$ cat src/rtl/axis_pattern_generator.sv
`default_nettype none
// +----------------------------------------------------------------------------+
// | Module   : axis_pattern_generator                                          |
// | Brief    : AXI4-Stream video test-pattern source with optional tvalid      |
// |            bubbles and a completed-frame counter.                          |
// | Revision : 1.0                                                             |
// +----------------------------------------------------------------------------+
module axis_pattern_generator #(
  parameter int H_RES          = 1920,
  parameter int V_RES          = 1080,
  parameter int PIXELS_PER_CLK = 1,
  parameter int BITS_PER_CH    = 8,
  parameter int BUBBLE_PERIOD  = 0,
  parameter int BUBBLE_LEN     = 4
) (
  input  logic                                      sys_clk_i,
  input  logic                                      reset_i,
  input  logic                                      enable_i,
  input  logic [2:0]                                pattern_sel_i,
  input  logic                                      tready,
  output logic                                      tvalid,
  output logic [3*BITS_PER_CH*PIXELS_PER_CLK-1:0]   tdata,
  output logic                                      tuser,
  output logic                                      tlast,
  output logic [15:0]                               frame_count_o
);

  localparam int c_pix_w  = 3 * BITS_PER_CH;
  localparam int c_data_w = c_pix_w * PIXELS_PER_CLK;
  localparam int c_x_w    = $clog2(H_RES) + 1;
  localparam int c_y_w    = $clog2(V_RES) + 1;
  localparam int c_bc_w   = $clog2(BUBBLE_PERIOD + 2);

  localparam logic [c_x_w-1:0]       c_last_x      = c_x_w'(H_RES - PIXELS_PER_CLK);
  localparam logic [c_y_w-1:0]       c_last_y      = c_y_w'(V_RES - 1);
  localparam logic [c_x_w-1:0]       c_step_x      = c_x_w'(PIXELS_PER_CLK);
  localparam logic [c_y_w-1:0]       c_one_y       = c_y_w'(1);
  localparam logic [c_bc_w-1:0]      c_one_bc      = c_bc_w'(1);
  localparam logic [c_bc_w-1:0]      c_period      = c_bc_w'(BUBBLE_PERIOD);
  localparam logic [7:0]             c_bubble_last = 8'(BUBBLE_LEN - 1);
  localparam logic [BITS_PER_CH-1:0] c_full        = '1;

  typedef enum logic [1:0] {
    ST_IDLE   = 2'd0,
    ST_ACTIVE = 2'd1,
    ST_BUBBLE = 2'd2
  } state_t;

  state_t              r_state;
  logic [c_x_w-1:0]    r_x;
  logic [c_y_w-1:0]    r_y;
  logic [2:0]          r_pattern;
  logic [c_bc_w-1:0]   r_beat_cnt;
  logic [7:0]          r_bub_cnt;

  logic                w_eol;
  logic                w_eof;
  logic [c_x_w-1:0]    w_nx;
  logic [c_y_w-1:0]    w_ny;
  logic [c_x_w-1:0]    w_ld_x;
  logic [c_y_w-1:0]    w_ld_y;
  logic [2:0]          w_ld_pat;
  logic                w_ld_first;
  logic                w_ld_last;
  logic [c_bc_w-1:0]   w_cnt_inc;
  logic                w_take_bubble;
  logic [c_data_w-1:0] w_pix;

  // Bar index is found by comparing against the seven fixed bar edges.
  function automatic logic [c_pix_w-1:0] gen_pixel(input logic [c_x_w-1:0] col,
                                                   input logic [c_y_w-1:0] row,
                                                   input logic [2:0]       pat);
    logic [2:0]             bar_x;
    logic [2:0]             bar_y;
    logic [2:0]             bar;
    logic [BITS_PER_CH-1:0] r;
    logic [BITS_PER_CH-1:0] g;
    logic [BITS_PER_CH-1:0] b;
    bar_x = '0;
    bar_y = '0;
    for (int k = 1; k < 8; k++) begin
      if (col >= c_x_w'(k * (H_RES / 8))) bar_x = bar_x + 3'd1;
      if (row >= c_y_w'(k * (V_RES / 8))) bar_y = bar_y + 3'd1;
    end
    bar = (pat == 3'd4) ? bar_y : bar_x;
    r = '0;
    g = '0;
    b = '0;
    case (pat)
      3'd0, 3'd4: begin
        r = bar[2] ? c_full : '0;
        g = bar[1] ? c_full : '0;
        b = bar[0] ? c_full : '0;
      end
      3'd1: r = c_full;
      3'd2: g = c_full;
      3'd3: b = c_full;
      3'd5: begin
        r = BITS_PER_CH'(col);
        g = BITS_PER_CH'(col);
        b = BITS_PER_CH'(col);
      end
      3'd6: begin
        r = BITS_PER_CH'(row);
        g = BITS_PER_CH'(row);
        b = BITS_PER_CH'(row);
      end
      default: begin
        r = (col[3] ^ row[3]) ? c_full : '0;
        g = (col[3] ^ row[3]) ? c_full : '0;
        b = (col[3] ^ row[3]) ? c_full : '0;
      end
    endcase
    return {b, g, r};
  endfunction

  assign w_eol = (r_x == c_last_x);
  assign w_eof = w_eol && (r_y == c_last_y);
  assign w_nx  = w_eol ? '0 : (r_x + c_step_x);
  assign w_ny  = w_eol ? (w_eof ? '0 : (r_y + c_one_y)) : r_y;

  // Coordinates and pattern of the beat that gets registered next.
  always_comb begin
    if (r_state == ST_IDLE) begin
      w_ld_x   = '0;
      w_ld_y   = '0;
      w_ld_pat = pattern_sel_i;
    end else begin
      w_ld_x   = w_nx;
      w_ld_y   = w_ny;
      w_ld_pat = w_eof ? pattern_sel_i : r_pattern;
    end
  end

  assign w_ld_first = (w_ld_x == '0) && (w_ld_y == '0);
  assign w_ld_last  = (w_ld_x == c_last_x);

  assign w_cnt_inc     = r_beat_cnt + c_one_bc;
  assign w_take_bubble = (BUBBLE_PERIOD != 0) && (w_cnt_inc == c_period);

  for (genvar p = 0; p < PIXELS_PER_CLK; p++) begin : g_pix
    assign w_pix[p*c_pix_w +: c_pix_w] = gen_pixel(w_ld_x + c_x_w'(p), w_ld_y, w_ld_pat);
  end

  always_ff @(posedge sys_clk_i or negedge reset_i) begin
    if (!reset_i) begin
      r_state       <= ST_IDLE;
      r_x           <= '0;
      r_y           <= '0;
      r_pattern     <= '0;
      r_beat_cnt    <= '0;
      r_bub_cnt     <= '0;
      tvalid        <= 1'b0;
      tdata         <= '0;
      tuser         <= 1'b0;
      tlast         <= 1'b0;
      frame_count_o <= '0;
    end else begin
      case (r_state)
        ST_IDLE: begin
          if (enable_i) begin
            r_x        <= '0;
            r_y        <= '0;
            r_pattern  <= pattern_sel_i;
            r_beat_cnt <= '0;
            tdata      <= w_pix;
            tuser      <= w_ld_first;
            tlast      <= w_ld_last;
            tvalid     <= 1'b1;
            r_state    <= ST_ACTIVE;
          end
        end

        ST_ACTIVE: begin
          if (tready) begin
            r_x <= w_nx;
            r_y <= w_ny;
            if (w_eof) begin
              frame_count_o <= frame_count_o + 16'd1;
              r_pattern     <= pattern_sel_i;
            end
            // Stopping at a frame end takes priority over a due bubble.
            if (w_eof && !enable_i) begin
              tvalid  <= 1'b0;
              r_state <= ST_IDLE;
            end else begin
              tdata <= w_pix;
              tuser <= w_ld_first;
              tlast <= w_ld_last;
              if (w_take_bubble) begin
                r_beat_cnt <= '0;
                r_bub_cnt  <= '0;
                tvalid     <= 1'b0;
                r_state    <= ST_BUBBLE;
              end else begin
                r_beat_cnt <= w_cnt_inc;
              end
            end
          end
        end

        ST_BUBBLE: begin
          if (r_bub_cnt == c_bubble_last) begin
            tvalid  <= 1'b1;
            r_state <= ST_ACTIVE;
          end else begin
            r_bub_cnt <= r_bub_cnt + 8'd1;
          end
        end

        default: begin
          tvalid  <= 1'b0;
          r_state <= ST_IDLE;
        end
      endcase
    end
  end

endmodule
`default_nettype wire

$ cat config.mk
export PLATFORM = sky130hd
export DESIGN_NAME = axis_pattern_generator
export DESIGN_NICKNAME = d
export VERILOG_FILES = /design/src/rtl/axis_pattern_generator.sv
export SDC_FILE = /design/constraint.sdc
export NUM_CORES = 1
export LEC_CHECK = 0
export CAP_MARGIN = 20
export CORE_ASPECT_RATIO = 0.7
export CORE_MARGIN = 2
export CORE_UTILIZATION = 59
export CTS_CLUSTER_SIZE = 8
export DETAILED_ROUTE_END_ITERATION = 16
export PLACE_DENSITY = 0.82
export SLEW_MARGIN = 20
export SYNTH_ARGS = -nofsm -noshare
export SYNTH_HDL_FRONTEND = slang
export SYNTH_SLANG_ARGS = --single-unit
$ cat constraint.sdc
create_clock -name sys_clk_i -period 7.35 [get_ports sys_clk_i]
set_input_delay 1.1025 -clock sys_clk_i [delete_from_list [all_inputs] [get_ports sys_clk_i]]
set_output_delay 1.1025 -clock sys_clk_i [all_outputs]
set_load 0.03 [all_outputs]
==> results.cfg, run 1 <==
[worst_hold_path]
hold_path.class = flop to flop

[clocking]
path_clk_slew_ns = 0.06
numCtsBuffers = 9
htree_levels = 3
cts_hold_buf = 0
cts_sinks = 70
cts_tree = built
clock_latency_ns = 0.35
cts_buffer_depth = 2
cts_root_buf = clkbuf_16

[synthesis]
synth_area_leader_cell = dfrtp_1
netlist_area_sq_um = 5260
ys_async_sr_fraction_pct = 100
synth-seq-cells = 70
netlist.area_leader.share_pct = 33.3
syn_area_per_cell_sq_um = 8.25
syn_nets = 659
synth_edf_count = 0
yosysSeqAreaShare_pct = 33.3
synth_cells = 638
yosys_warnings = 0
synthDistinctLibCells = 77
ys.flop_type = dfrtp_1
synth.area.top_cells = dfrtp_1, xnor2_1, nand2_1

[power]
leakagePower_nw = 2.58
sw_frac_of_total_pct = 36.9
p_int_w = 0.000945
p_total_w = 0.00150
clockPowerShare_pct = 33.0
p_sw_w = 0.000553
pwr-share-comb_pct = 32.4
p_per_area_nw_per_um2 = 238
ir_drop_mv = 0.237
pwr-share-seq_pct = 34.7

[route]
ant_nets = 0
wire_per_inst_microns = 19.4
vias = 5257
wl_mm = 15.7
drt_pass1_iterations = 6
drt_iter0_markers = 642
drc = 0
routed_via_density = 6.47

[placed_design]
port_buffers = 49
hpwl_mm = 11.4
gp_congestion = 0.952

[cells_and_area]
ff_latch_area_sq_um = 1750
syn_to_final_growth_pct = 19.4
nFillCells = 661
multi_input_area_sq_um = 3310
layout.nets = 708
layout_common_cells = nand2_1, dfrtp_1, nor2_1
drive_gt1_share_pct = 10.3
insertedDiodeCount = 0

[setup_path]
critPathMaxStageDelay_ns = 0.54
criticalPathCategory = flop to flop
crit_path_end_kind = flop
cp-start-kind = flop
crit_top_cell = ha_1
required_ns = 7.61
critical_path.slowest_cell = or3_1
crit_fanout = 9
worst_ep_arrival_time_ns = 7.02

[global_route]
grt_pass1_vias = 4995
grt_overflow = 0
grt_max_degree = 71
grt_pass1_wl_mm = 25.9
antenna_found_initial = 0
grt_usage_pct = 34.0

[timing]
worstMarginPinSlew_ns = 0.922
tns_ns = 0
slew_headroom_pct = 38.5
skew_ns = 0.00978
max_clock_freq_mhz = 148
drv_slew = 0
setup_viol = 0
fin_crit_ns = 6.75
grt_setup_unrepaired = no
finalCritPeriodShare_pct = 91.9
finalHoldViolCount = 0

[floorplanning]
num_io_pins = 50
dieWidth_microns = 117
placementRows = 28
dieArea_sq_um = 9710
coreArea_sq_um = 8550
initial_core_util_pct = 61.6
die_y_microns = 83.0

[job]
cap_violations = 0

[run_status]
status = finished clean
Yosys cell counts (3+ instances only):
cell type,count
a21boi_0,3
o31ai_1,7
and4_1,3
inv_1,24
xnor2_1,35
mux2_2,3
nand2_1,70
nand2b_1,12
o31a_1,3
ha_1,14
mux2i_1,6
nor3_1,21
and2_1,4
buf_2,5
o21ai_0,42
o221a_1,8
a31oi_1,4
o21a_1,5
a31o_2,4
o2111ai_1,3
or2_2,5
dfrtp_1,70
nand4b_1,3
nand3_1,23
o211ai_1,5
nor2b_1,5
a21o_1,3
a211oi_1,4
and3_1,5
nor2_1,64
clkbuf_1,27
nor4_1,9
o22ai_1,7
nand4_1,17
or3_1,5
nand3b_1,3
xor2_1,14
a21oi_1,41
metal layers:
metal / share of wire [%] / routed length, microns / GRT usage [%]
met3: 8.7 / 1380 / 9.27
met2: 44 / 6890 / 49.7
met4: 2.5 / 386 / 11.0
met1: 45 / 7080 / 48.8
met5: 0 / 0 / 0
cells by family after synthesis:
kind of cell | Yosys count | share of synthesized area [%]
AND/OR/NAND/NOR | 263 | 25.1
adder cells (fa/ha/maj) | 14 | 3.33
buffers and inverters | 57 | 4.21
multiplexers | 9 | 1.78
flip-flops | 70 | 33.3
AO/OA/AOI/OAI | 173 | 23.0
XOR/XNOR | 52 | 9.32
final timing paths:
kind / endpoint / from / cells past startpoint / slack, ns
max in group asynchronous: frame_count_o[3]$_DFFE_PN0P_ / reset_i / 2 / 5.77
worst max-delay path: tdata[4]$_DFFE_PN0P_ / r_x[0]$_DFFE_PN0P_ / 26 / 0.60
worst min-delay path: tuser$_DFFE_PN0P_ / tuser$_DFFE_PN0P_ / 2 / 0.48
worst max register to register: tdata[4]$_DFFE_PN0P_ / r_x[0]$_DFFE_PN0P_ / 26 / 0.60
min in group asynchronous: r_y[1]$_DFFE_PN0P_ / reset_i / 2 / 0.96
worst min register to register: tuser$_DFFE_PN0P_ / tuser$_DFFE_PN0P_ / 2 / 0.48
sequential cells by signal, summed over array words and instances, names as in the netlist:
| register | flops |
|---|---|
| frame_count_o | 16 |
| r_pattern | 3 |
| r_x | 12 |
| r_y | 12 |
| tdata | 24 |
| tlast | 1 |
| tuser | 1 |
| tvalid | 1 |
worst max-delay path: cells and delay by family (launching register included):
kind	cells	cell delay [ns]
adder cells (fa/ha/maj)	5	1.42
flip-flops	1	0.46
AO/OA/AOI/OAI	9	2.01
AND/OR/NAND/NOR	8	1.89
buffers and inverters	1	0.18
XOR/XNOR	3	0.71
cell type report:
cell class	instances	area share [%]
sequential	70	27.9
clock inverter	7	1.69
clock buffer	9	3.58
timing repair buffer	71	10.4
inverter	24	1.43
tap	120	2.39
multi-input combinational	511	52.7
power groups by stage:
stage,combinational [W],clock (W),sequential [W]
5_1_grt,0.000516,0.000516,0.000527
3_3_place_gp,0.000464,0,0.000519
3_5_place_dp,0.000470,0,0.000523
4_1_cts,0.000475,0.000498,0.000517
6_report,0.000485,0.000494,0.000520
2_1_floorplan,0.000211,0,0.000598
timing repair:
item	in CTS	in global routing
setup buffers	0	5
resized for setup	0	3
endpoints found under the setup margin	0	8
metrics by stage:
stage | util [%] | hold WS (ns) | cells | area, sq um | setup slack [ns]
final | 73.5 | 0.477 | 812 | 6280 | 0.595
after global routing | 73.5 | 0.507 | 812 | 6280 | 0.000516
after CTS | 72.9 | 0.484 | 807 | 6230 | 0.224
after detailed placement | 69.0 | 0.470 | 791 | 5900 | 0.258
after global placement | 69.0 | 0.462 | 791 | 5900 | 0.591
after floorplan | - | 0.476 | 638 | 5260 | 0.693
(Power assumes the default switching activity.)
==> inputs of run 2 (changes only) <==
Settings changed: SKIP_LAST_GASP set to 1, SLEW_MARGIN 20 to unset.
==> results of run 2 <==
Final layout, timing and power as in run 1 (identical DEF).
